$ cat src/rtl/restoring_div_seq_if.sv
// Handshake bundle for restoring_div_seq: an operand channel (in_*, rin, div)
// and a result channel (out_*, q, rout, dz, ovf). The divider takes the slave
// modport; the producer/consumer side takes the master modport.
interface restoring_div_seq_if #(
  parameter int DW = 4,
  parameter int VW = 2
);
  localparam int QW = DW - VW + 1;

  // Operand channel
  logic          in_valid;
  logic          in_ready;
  logic [DW-1:0] rin;
  logic [VW-1:0] div;

  // Result channel
  logic          out_valid;
  logic          out_ready;
  logic [QW-1:0] q;
  logic [VW:0]   rout;
  logic          dz;
  logic          ovf;

  modport master (
    output in_valid, rin, div, out_ready,
    input  in_ready, out_valid, q, rout, dz, ovf
  );

  modport slave (
    input  in_valid, rin, div, out_ready,
    output in_ready, out_valid, q, rout, dz, ovf
  );
endinterface

$ cat src/rtl/restoring_div_seq.sv
// restoring_div_seq: bit-serial restoring divider. One shared subtract/restore
// stage produces one quotient bit per clock, MSB first, over QW cycles.
// Divide-by-zero and quotient overflow are detected at accept time and skip
// the iteration entirely.
//
// Optional feature: define DIV_ABORT_EN to add an 'abort' input that drops an
// in-flight or pending result and returns to IDLE.
//
// Reset is synchronous, active-high.
module restoring_div_seq #(
  parameter int DW = 4,          // dividend width
  parameter int VW = 2           // divisor width, must be < DW
) (
  input  logic                clk,
  input  logic                rst,
  restoring_div_seq_if.slave  bus
`ifdef DIV_ABORT_EN
  ,
  input  logic                abort
`endif
);

  // Quotient width is derived from the operand widths and is not a parameter.
  localparam int QW = DW - VW + 1;
  // Step index width; at least one bit even for a single-step quotient.
  localparam int IW = (QW > 1) ? $clog2(QW) : 1;

  typedef enum logic [1:0] {
    IDLE = 2'd0,
    ITER = 2'd1,
    DONE = 2'd2
  } state_e;

  // ---------------------------------------------------------------------------
  // State and datapath registers
  // ---------------------------------------------------------------------------
  state_e        state_q, state_d;
  logic [DW-1:0] p_q,     p_d;      // partial remainder
  logic [VW-1:0] d_q,     d_d;      // latched divisor
  logic [QW-1:0] q_q,     q_d;      // quotient under construction / result
  logic [VW:0]   rout_q,  rout_d;   // final remainder
  logic          dz_q,    dz_d;
  logic          ovf_q,   ovf_d;
  logic [IW-1:0] i_q,     i_d;      // current quotient bit position

  // ---------------------------------------------------------------------------
  // Accept-time flag evaluation on the incoming operands
  // ---------------------------------------------------------------------------
  logic div_is_zero;
  logic div_ovf;

  assign div_is_zero = (bus.div == '0);
  // The quotient fits in QW bits only if rin < div * 2^QW.
  assign div_ovf     = !div_is_zero && ((bus.rin >> QW) >= DW'(bus.div));

  // ---------------------------------------------------------------------------
  // Shared subtract/restore stage
  // ---------------------------------------------------------------------------
  // Because the overflow check guarantees P < D << (i+1) on entry to every
  // step, the window T = P >> i is always below 2*D and fits in VW+1 bits.
  // One extra bit on top carries the borrow, giving a VW+2-bit subtractor.
  logic [VW+1:0] t_win;
  logic [VW+1:0] t_diff;
  logic          t_borrow;
  logic [DW-1:0] low_mask;
  logic [DW-1:0] p_sub;

  assign t_win    = (VW+2)'(p_q >> i_q);
  assign t_diff   = t_win - {2'b00, d_q};
  assign t_borrow = t_diff[VW+1];

  // P - (D << i): bits below i are untouched, the window is replaced by the
  // difference, and everything above the window is already zero.
  assign low_mask = (DW'(1) << i_q) - DW'(1);
  assign p_sub    = (p_q & low_mask) | (DW'(t_diff[VW:0]) << i_q);

  // ---------------------------------------------------------------------------
  // Next-state and datapath update logic
  // ---------------------------------------------------------------------------
  // NOTE: every variable is given its hold value first so no path through the
  // case statement can leave one unassigned and infer a latch.
  always_comb begin
    state_d = state_q;
    p_d     = p_q;
    d_d     = d_q;
    q_d     = q_q;
    rout_d  = rout_q;
    dz_d    = dz_q;
    ovf_d   = ovf_q;
    i_d     = i_q;

    unique case (state_q)
      IDLE: begin
        if (bus.in_valid) begin
          p_d    = bus.rin;
          d_d    = bus.div;
          q_d    = '0;
          rout_d = '0;
          dz_d   = div_is_zero;
          ovf_d  = div_ovf;
          if (div_is_zero || div_ovf) begin
            // Saturated quotient, no iteration.
            q_d     = '1;
            state_d = DONE;
          end else begin
            i_d     = IW'(QW - 1);
            state_d = ITER;
          end
        end
      end

      ITER: begin
        // q[i] was cleared on accept, so only the "fits" case needs a write.
        if (!t_borrow) begin
          q_d[i_q] = 1'b1;
          p_d      = p_sub;
        end
        if (i_q == '0) begin
          rout_d  = p_d[VW:0];
          state_d = DONE;
        end else begin
          i_d = i_q - 1'b1;
        end
      end

      DONE: begin
        // Result held until consumed; the handshake cycle never accepts.
        if (bus.out_ready) begin
          state_d = IDLE;
        end
      end

      default: state_d = IDLE;
    endcase

`ifdef DIV_ABORT_EN
    // Abort beats a simultaneous result handshake; ignored while idle.
    if (abort && (state_q != IDLE)) begin
      state_d = IDLE;
    end
`endif
  end

  // ---------------------------------------------------------------------------
  // Register update with synchronous reset
  // ---------------------------------------------------------------------------
  // NOTE: sequential state uses non-blocking assignment so every flop samples
  // the pre-edge values regardless of statement order.
  always_ff @(posedge clk) begin
    if (rst) begin
      state_q <= IDLE;
      p_q     <= '0;
      d_q     <= '0;
      q_q     <= '0;
      rout_q  <= '0;
      dz_q    <= 1'b0;
      ovf_q   <= 1'b0;
      i_q     <= '0;
    end else begin
      state_q <= state_d;
      p_q     <= p_d;
      d_q     <= d_d;
      q_q     <= q_d;
      rout_q  <= rout_d;
      dz_q    <= dz_d;
      ovf_q   <= ovf_d;
      i_q     <= i_d;
    end
  end

  // ---------------------------------------------------------------------------
  // Outputs: decoded from registered state only, no input-to-output path
  // ---------------------------------------------------------------------------
  assign bus.in_ready  = (state_q == IDLE);
  assign bus.out_valid = (state_q == DONE);
  assign bus.q         = q_q;
  assign bus.rout      = rout_q;
  assign bus.dz        = dz_q;
  assign bus.ovf       = ovf_q;

  // ---------------------------------------------------------------------------
  // Design invariants
  // ---------------------------------------------------------------------------
  // A valid remainder is always below the divisor, so its MSB is clear.
  a_rout_msb_zero: assert property (@(posedge clk) disable iff (rst)
    bus.out_valid |-> !bus.rout[VW]);

  // The two channels are never open at the same time.
  a_ready_valid_excl: assert property (@(posedge clk) disable iff (rst)
    !(bus.in_ready && bus.out_valid));

  // Flags are mutually exclusive.
  a_flags_excl: assert property (@(posedge clk) disable iff (rst)
    !(dz_q && ovf_q));

endmodule

$ cat src/flat_wrapper.sv
// flat-port wrapper written by rule: the top's interface ports become plain ports
module restoring_div_seq_flat 
#(
  parameter int DW = 4,                           
  parameter int VW = 2                                         
)
  (clk, rst, bus_in_valid, bus_rin, bus_div, bus_out_ready, bus_in_ready, bus_out_valid, bus_q, bus_rout, bus_dz, bus_ovf);
  restoring_div_seq_if #(.DW(DW), .VW(VW)) bus_i ();
  input  logic clk;
  input  logic rst;
  input wire logic [$bits(bus_i.in_valid)-1:0] bus_in_valid;
  input wire logic [$bits(bus_i.rin)-1:0] bus_rin;
  input wire logic [$bits(bus_i.div)-1:0] bus_div;
  input wire logic [$bits(bus_i.out_ready)-1:0] bus_out_ready;
  output wire logic [$bits(bus_i.in_ready)-1:0] bus_in_ready;
  output wire logic [$bits(bus_i.out_valid)-1:0] bus_out_valid;
  output wire logic [$bits(bus_i.q)-1:0] bus_q;
  output wire logic [$bits(bus_i.rout)-1:0] bus_rout;
  output wire logic [$bits(bus_i.dz)-1:0] bus_dz;
  output wire logic [$bits(bus_i.ovf)-1:0] bus_ovf;
  assign bus_i.in_valid = bus_in_valid;
  assign bus_i.rin = bus_rin;
  assign bus_i.div = bus_div;
  assign bus_i.out_ready = bus_out_ready;
  assign bus_in_ready = bus_i.in_ready;
  assign bus_out_valid = bus_i.out_valid;
  assign bus_q = bus_i.q;
  assign bus_rout = bus_i.rout;
  assign bus_dz = bus_i.dz;
  assign bus_ovf = bus_i.ovf;
  restoring_div_seq #(.DW(DW), .VW(VW)) u_core (.clk(clk), .rst(rst), .bus(bus_i));
endmodule
$ cat config.mk
export PLATFORM = sky130hd
export DESIGN_NAME = restoring_div_seq_flat
export DESIGN_NICKNAME = d
export VERILOG_FILES = /design/src/rtl/restoring_div_seq_if.sv /design/src/rtl/restoring_div_seq.sv /design/src/flat_wrapper.sv
export SDC_FILE = /design/constraint.sdc
export NUM_CORES = 1
export LEC_CHECK = 0
export ABC_CLOCK_PERIOD_IN_PS = 2200
export BUFFER_PORTS_ARGS = -buffer_cell sky130_fd_sc_hd__clkbuf_2
export CORE_ASPECT_RATIO = 1.25
export CORE_MARGIN = 1
export CORE_UTILIZATION = 50
export CTS_CLUSTER_SIZE = 30
export DETAILED_ROUTE_END_ITERATION = 16
export PLACE_DENSITY = 0.75
export RECOVER_POWER = 50
export SETUP_SLACK_MARGIN = 0.2
export SYNTH_ARGS = -nofsm -noshare
export SYNTH_HDL_FRONTEND = slang
export SYNTH_SLANG_ARGS = --single-unit
$ cat constraint.sdc
create_clock -name clk -period 2.2 [get_ports clk]
set_input_delay 0.44 -clock clk [delete_from_list [all_inputs] [get_ports clk]]
set_output_delay 0.44 -clock clk [all_outputs]
set_load 0.005 [all_outputs]
# Word level (Yosys, flattened, before mapping)
# Cells that the tools add are included.
[totals]
reg_bits = 18
output_inout_bits = 10
word_cells = 64
[op_classes]
add_sub_neg = 3
magnitude_cmp = 3
n_eq_ne = 8
n_shift = 3
mux = 21
bitwise = 3
reduce_logical = 14
[op_table]
columns = ["op", "n"]
rows = [
  ["$mux W3", 5],
  ["$mux W2", 7],
  ["$pmux W3 S2", 2],
  ["$ne A2 B2 Y1 const B", 5],
  ["$reduce_and A3 Y1", 3],
  ["$mux W4", 2],
  ["$pmux W4 S2", 1],
  ["$logic_not A2 Y1", 3],
  ["$pmux W2 S3", 1],
  ["$and A4 B4 Y4", 1],
  ["$or A4 B4 Y4", 1],
  ["$pmux W2 S2", 1],
  ["$reduce_and A2 Y1", 2],
  ["$reduce_and A4 Y1", 1],
  ["$shl A1 B2 Y4 const A", 1],
  ["$shl A3 B2 Y4", 1],
  ["$shr A4 B2 Y4", 1],
  ["$sub A4 B2 Y4", 1],
  ["$sub A4 B2 Y4 const B", 1],
  ["$lt A2 B3 Y1 const B", 1],
  ["$or A3 B3 Y3", 1],
  ["$demux W1 S2", 1],
  ["$eq A2 B1 Y1 const B", 1],
  ["$eq A2 B2 Y1 const B", 1],
  ["other kinds (9)", 10],
]

# Logic depth before layout (Yosys ltp)
[logic_depth]
ltp_word = 7
mapped_depth = 11
depth_no_buf = 10

# Worst setup path after synthesis
# Ideal clock, no wire load.
[synth_path]
kind = "reg-to-reg"
from = "register u_core.i_q[1]"
to = "register u_core.p_q[3]"
setup_ns = 0.133
arrival_time_ns = 2.292
path_slack_ns = -0.225
path_stages_with_launch = 11
n_path_buf = 1
period_less_slack_ns = 2.425
path_cell_list = "dfxtp_1 buf_2 mux2i_1 o21a_1 inv_1 ha_1 nor2b_4 or2_2 o211a_1 a311oi_1 a211oi_1"
[synth_via]
elab_chain_cells = 6
[synth_lines]
columns = ["item", "line", "text"]
rows = [
  ["from (decl)", "restoring_div_seq.sv:44", "logic [IW-1:0] i_q, i_d;"],
  ["from (signal assigned)", "restoring_div_seq.sv:167", "i_q <= i_d;"],
  ["$shr A4 B2 Y4 / $shl A1 B2 Y4 (equally long branches)", "restoring_div_seq.sv:68, restoring_div_seq.sv:74", ""],
  ["$sub A4 B2 Y4, on equally long branches", "restoring_div_seq.sv:69, restoring_div_seq.sv:74", ""],
  ["$shl A3 B2 Y4 / $and A4 B4 Y4 (equally long branches)", "restoring_div_seq.sv:75", "assign p_sub = (p_q & low_mask) | (DW'(t_diff[VW:0]) << i_q);"],
  ["$or A4 B4 Y4", "restoring_div_seq.sv:75", ""],
  ["$mux W4", "restoring_div_seq.sv:114", "if (!t_borrow) begin"],
  ["$pmux W4 S2", "restoring_div_seq.sv:92", "unique case (state_q)"],
  ["to (signal assigned)", "restoring_div_seq.sv:161", "p_q <= p_d;"],
  ["to (decl)", "restoring_div_seq.sv:38", "logic [DW-1:0] p_q, p_d;"],
]
# Parallel ways exist; a longest one is shown, timed or not. The select of a mux whose other input is x is not followed.
# A chain may end at the register's enable or synchronous reset.

# Worst setup path in the final report
[layout_path]
from = "register u_core.i_q[1]"
to = "register u_core.rout_q[1], in the netlist u_core.bus.rout[1]"
[layout_via]
elab_chain_cells = 7
[layout_lines]
columns = ["item", "line", "text"]
rows = [
  ["$shr A4 B2 Y4 / $shl A1 B2 Y4 (equally long branches)", "restoring_div_seq.sv:68, restoring_div_seq.sv:74", ""],
  ["$sub A4 B2 Y4, on equally long branches", "restoring_div_seq.sv:69, restoring_div_seq.sv:74", ""],
  ["$shl A3 B2 Y4 / $and A4 B4 Y4 (equally long branches)", "restoring_div_seq.sv:75", ""],
  ["$or A4 B4 Y4", "restoring_div_seq.sv:75", ""],
  ["$mux W4", "restoring_div_seq.sv:114", ""],
  ["$mux W3", "restoring_div_seq.sv:118", "if (i_q == '0) begin"],
  ["$pmux W3 S2", "restoring_div_seq.sv:92", ""],
  ["to (signal assigned)", "restoring_div_seq.sv:164", "rout_q <= rout_d;"],
  ["to (decl)", "restoring_div_seq.sv:41", "logic [VW:0] rout_q, rout_d;"],
]
# Parallel ways exist; a longest one is shown, timed or not. The select of a mux whose other input is x is not followed.

==> impl_metrics.prom <==
# TYPE chip_impl_metric gauge
chip_impl_info{name="outcome",value="complete, but fails checks"} 1
chip_impl_info{name="violations",value="setup timing"} 1
chip_impl_metric{name="h-tree-depth",unit=""} 1
chip_impl_metric{name="worst_ep_required_time",unit="ps"} 2410
chip_impl_metric{name="min_period",unit="ps"} 2240
chip_impl_metric{name="detail_route.vias_per_cell",unit=""} 5.54
chip_impl_metric{name="timing_worst_slew_pin_value",unit="ps"} 660
chip_impl_metric{name="synth.yosys.warnings",unit=""} 0
chip_impl_metric{name="number_of_nets_with_antenna_violations_after_detailed_routing",unit=""} 0
chip_impl_metric{name="antenna_found_initial",unit=""} 0
chip_impl_metric{name="dp.cells",unit=""} 204
chip_impl_metric{name="routed_via_count",unit=""} 1169
chip_impl_metric{name="initial_utilization",unit=""} 0.541
chip_impl_metric{name="ir_drop",unit="V"} 0.000518
chip_impl_metric{name="core-area",unit="mm2"} 0.00226
chip_impl_metric{name="globalRoute.totalOverflow",unit=""} 0
chip_impl_metric{name="placement.io_buffers",unit=""} 19
chip_impl_metric{name="clock_latency",unit="ps"} 290
chip_impl_metric{name="max_cap_viol",unit=""} 0
chip_impl_metric{name="finish.net_count",unit=""} 200
chip_impl_metric{name="postSynthNetCount",unit=""} 169
chip_impl_metric{name="final_setup_skew",unit="ps"} 5.21
chip_impl_metric{name="pwr_density_cell",unit="mW/mm2"} 586
chip_impl_metric{name="top_level_ports",unit=""} 20
chip_impl_metric{name="min_period_over_period",unit=""} 1.02
chip_impl_metric{name="drv_slew",unit=""} 0
chip_impl_metric{name="synth_cells",unit=""} 150
chip_impl_metric{name="layout.cell_area.non_filler",unit="mm2"} 0.00159
chip_impl_metric{name="hpwlAfterDp",unit="um"} 2250
chip_impl_info{name="clock_tree_from_tritoncts",value="built"} 1
chip_impl_metric{name="grt_start_max_net_pins",unit=""} 20
chip_impl_metric{name="antenna-diode-count",unit=""} 0
chip_impl_metric{name="cpPeakStageDelay",unit="ps"} 400
chip_impl_metric{name="timing.critical_path.fanout_max",unit=""} 5
chip_impl_metric{name="detailedPlace.worstSlack",unit="ps"} -32.8
chip_impl_metric{name="hold_viol_final",unit=""} 0
chip_impl_metric{name="async_reset_ff_frac",unit=""} 0
chip_impl_info{name="worstSetupPathType",value="reg2reg"} 1
chip_impl_metric{name="cts_buffer_depth",unit=""} 2
chip_impl_metric{name="post-route-drc-count",unit=""} 0
chip_impl_metric{name="wire_per_inst",unit="um"} 14.8
chip_impl_info{name="setup.worst_path.end_class",value="flop"} 1
chip_impl_metric{name="pwr-share-clk",unit=""} 0.217
chip_impl_metric{name="fp.dieW",unit="um"} 46.2
chip_impl_metric{name="dieArea",unit="mm2"} 0.00265
chip_impl_metric{name="power_frac_comb",unit=""} 0.381
chip_impl_metric{name="cp.arrival",unit="ps"} 2450
chip_impl_metric{name="total_power",unit="uW"} 934
chip_impl_info{name="most_frequently_used_flop_master_after_synthesis",value="sky130_fd_sc_hd__dfxtp_1"} 1
chip_impl_metric{name="achievable-frequency",unit="MHz"} 446
chip_impl_info{name="rsz0062_at_grt",value="true"} 1
chip_impl_metric{name="sequential_cell_fraction_of_total_power",unit=""} 0.402
chip_impl_metric{name="finalWirelength",unit="um"} 3120
chip_impl_metric{name="intPower",unit="uW"} 613
chip_impl_metric{name="synth-seq-area-share",unit=""} 0.295
chip_impl_metric{name="finalWorstSetupSlack",unit="ps"} -41.8
chip_impl_metric{name="setup_viol_count_final",unit=""} 3
chip_impl_metric{name="drt_iter0_drc",unit=""} 32
chip_impl_metric{name="total_switching_power",unit="uW"} 321
chip_impl_metric{name="global_route_wire_length_before_repair",unit="um"} 5110
chip_impl_info{name="hold_path.class",value="in2reg"} 1
chip_impl_info{name="worst_path_max_delay_cell",value="sky130_fd_sc_hd__dfxtp_4"} 1
chip_impl_metric{name="post_synth_num_cell_types",unit=""} 41
chip_impl_metric{name="power.switching_fraction",unit=""} 0.344
chip_impl_info{name="crit_chain",value="mux2i_2 -> o21a_1 -> inv_1 -> ha_4 -> nor2b_4 -> o311a_4 -> a31oi_4 -> nand4_2 -> a311oi_2"} 1
chip_impl_metric{name="worst_slew_margin_rel",unit=""} 0.560
chip_impl_info{name="timing.critical_path.from_type",value="flop"} 1
chip_impl_metric{name="ys_ff_latch",unit=""} 18
chip_impl_metric{name="die-height",unit="um"} 57.3
chip_impl_metric{name="numCtsBuffers",unit=""} 3
chip_impl_metric{name="clock_sinks",unit=""} 18
chip_impl_metric{name="std_cell_rows",unit=""} 19
chip_impl_metric{name="synthesis.area_per_instance",unit="um2"} 8.14
chip_impl_metric{name="drt_pre_antenna_iters",unit=""} 4
chip_impl_info{name="clk_root_buffer_cell",value="sky130_fd_sc_hd__clkbuf_4"} 1
chip_impl_metric{name="postCtsHoldBufs",unit=""} 0
chip_impl_metric{name="clk_pin_slew",unit="ps"} 100
chip_impl_metric{name="area.growth.synth_to_final",unit="%"} 30.5
chip_impl_metric{name="netlist_area",unit="mm2"} 0.00122
chip_impl_metric{name="post_route_cells_drive_above_1_share",unit=""} 0.356
chip_impl_metric{name="total_leakage_power",unit="nW"} 0.652
chip_impl_metric{name="layout.cells.non_filler",unit=""} 211
chip_impl_metric{name="routabilityCongestion",unit=""} 0.964
chip_impl_metric{name="standard_cell_area_after_detailed_placement",unit="mm2"} 0.00142
chip_impl_metric{name="grt_pass1_vias",unit=""} 1116
chip_impl_metric{name="synth-edff-count",unit=""} 0
chip_impl_metric{name="track_usage",unit=""} 0.262
==> path summary, 6_finish.rpt <==
| check | startpoint | end | slack [ps] | cells after the start |
|---|---|---|---|---|
| setup / recovery | u_core.i_q[1] | u_core.bus.rout[1] | -40 | 9 |
| hold / removal | bus_out_ready | u_core.state_q[1] | 400 | 3 |
| setup reg to reg | u_core.i_q[1] | u_core.bus.rout[1] | -40 | 9 |
| hold reg to reg | u_core.bus.q[0] | u_core.bus.q[0] | 460 | 2 |
==> synth_stat cells (2+ instances only) <==
cell type	instances	area (um2)
sky130_fd_sc_hd__nand2b_1	4	25.0
sky130_fd_sc_hd__mux2i_1	3	30.0
sky130_fd_sc_hd__nor3_1	2	10.0
sky130_fd_sc_hd__nor2b_1	5	31.3
sky130_fd_sc_hd__or2_2	2	12.5
sky130_fd_sc_hd__a311oi_1	3	26.3
sky130_fd_sc_hd__a21o_1	2	15.0
sky130_fd_sc_hd__o211ai_1	3	22.5
sky130_fd_sc_hd__a21oi_1	14	70.1
sky130_fd_sc_hd__nor3b_1	2	15.0
sky130_fd_sc_hd__nor2_1	15	56.3
sky130_fd_sc_hd__a211oi_1	3	22.5
sky130_fd_sc_hd__nand3_1	3	15.0
sky130_fd_sc_hd__a41oi_1	2	17.5
sky130_fd_sc_hd__o21ai_0	11	55.1
sky130_fd_sc_hd__nand2_1	16	60.1
sky130_fd_sc_hd__buf_2	4	20.0
sky130_fd_sc_hd__ha_1	8	100
sky130_fd_sc_hd__dfxtp_1	18	360
sky130_fd_sc_hd__xnor2_1	2	17.5
sky130_fd_sc_hd__inv_1	8	30.0
==> flip-flops by register name, indices dropped and copies added, names as in the netlist <==
register	cells
u_core.bus.dz	1
u_core.d_q	2
u_core.i_q	2
u_core.p_q	4
u_core.bus.rout	3
u_core.bus.q	3
u_core.state_q	2
u_core.bus.ovf	1
==> final cells by class <==
class	count	area, um2
clock buffer	4	36.3
inverter	8	30.0
tap	31	38.8
timing repair buffer	33	201
fill	179	664
sequential	18	368
multi-input combinational	117	920
==> cell usage in the layout (no fill, tap or decap), types with 2 or more instances in the layout <==
cell type | Yosys | layout
sky130_fd_sc_hd__nand2b_1 | 4 | 4
sky130_fd_sc_hd__nor2b_1 | 5 | 4
sky130_fd_sc_hd__xnor2_1 | 2 | 2
sky130_fd_sc_hd__a21oi_1 | 14 | 13
sky130_fd_sc_hd__a41oi_1 | 2 | 2
sky130_fd_sc_hd__o21ai_0 | 11 | 8
sky130_fd_sc_hd__nand3_1 | 3 | 2
sky130_fd_sc_hd__o21ai_2 | 0 | 2
sky130_fd_sc_hd__a311oi_2 | 0 | 2
sky130_fd_sc_hd__nor2_1 | 15 | 14
sky130_fd_sc_hd__inv_1 | 8 | 8
sky130_fd_sc_hd__clkbuf_4 | 0 | 3
sky130_fd_sc_hd__dfxtp_4 | 0 | 2
sky130_fd_sc_hd__dfxtp_1 | 18 | 16
sky130_fd_sc_hd__a21o_1 | 2 | 2
sky130_fd_sc_hd__clkbuf_2 | 0 | 17
sky130_fd_sc_hd__buf_4 | 0 | 13
sky130_fd_sc_hd__nand2_1 | 16 | 16
sky130_fd_sc_hd__a211oi_1 | 3 | 3
sky130_fd_sc_hd__clkbuf_1 | 1 | 2
sky130_fd_sc_hd__nor3_1 | 2 | 2
sky130_fd_sc_hd__ha_1 | 8 | 6
sky130_fd_sc_hd__o211ai_1 | 3 | 3
==> power groups by stage <==
stage / logic [mW] / clock network, mW / registers [mW]
6_report: 0.356 / 0.203 / 0.375
4_1_cts: 0.321 / 0.207 / 0.374
3_5_place_dp: 0.286 / 0 / 0.382
2_1_floorplan: 0.208 / 0 / 0.379
5_1_grt: 0.389 / 0.228 / 0.378
3_3_place_gp: 0.283 / 0 / 0.381
==> metal layers <==
metal  vias up  global-route usage  share of wire
met5         -                   0              0
li1        594                   -              -
met4         0              0.0924          0.017
met3         6              0.0285          0.026
met2        21               0.427           0.49
met1       548               0.349           0.47
==> logic make-up after synthesis <==
family / count (synthesis) / synth area share
simple gates: 54 / 0.225
compound gates: 47 / 0.269
flops: 18 / 0.295
buf+inv: 15 / 0.0563
fa+ha+maj: 9 / 0.0984
mux: 4 / 0.0338
xor+xnor: 3 / 0.0215
==> critical path: cells and delay by family, from the launching register on <==
family / cells / cell delay (ps)
simple gates: 2 / 270
buf+inv: 1 / 70
fa+ha+maj: 1 / 200
flops: 1 / 400
compound gates: 4 / 960
mux: 1 / 250
==> timing repair <==
action | 4_1_cts | 5_1_grt
resized for setup | 12 | 11
setup endpoints to repair | 10 | 10
pin swaps | 10 | 7
setup buffers | 3 | 0
==> through the flow <==
step           TNS (ps)   util  hold WS, ps
6_report          -84.2  0.706          396
4_1_cts               0  0.678          395
3_3_place_gp      -9.61  0.627          444
3_5_place_dp      -32.8  0.627          445
2_1_floorplan     -5.54      -          443
5_1_grt            -632  0.706          417
Note: power is estimated with default switching activity, not from simulation.
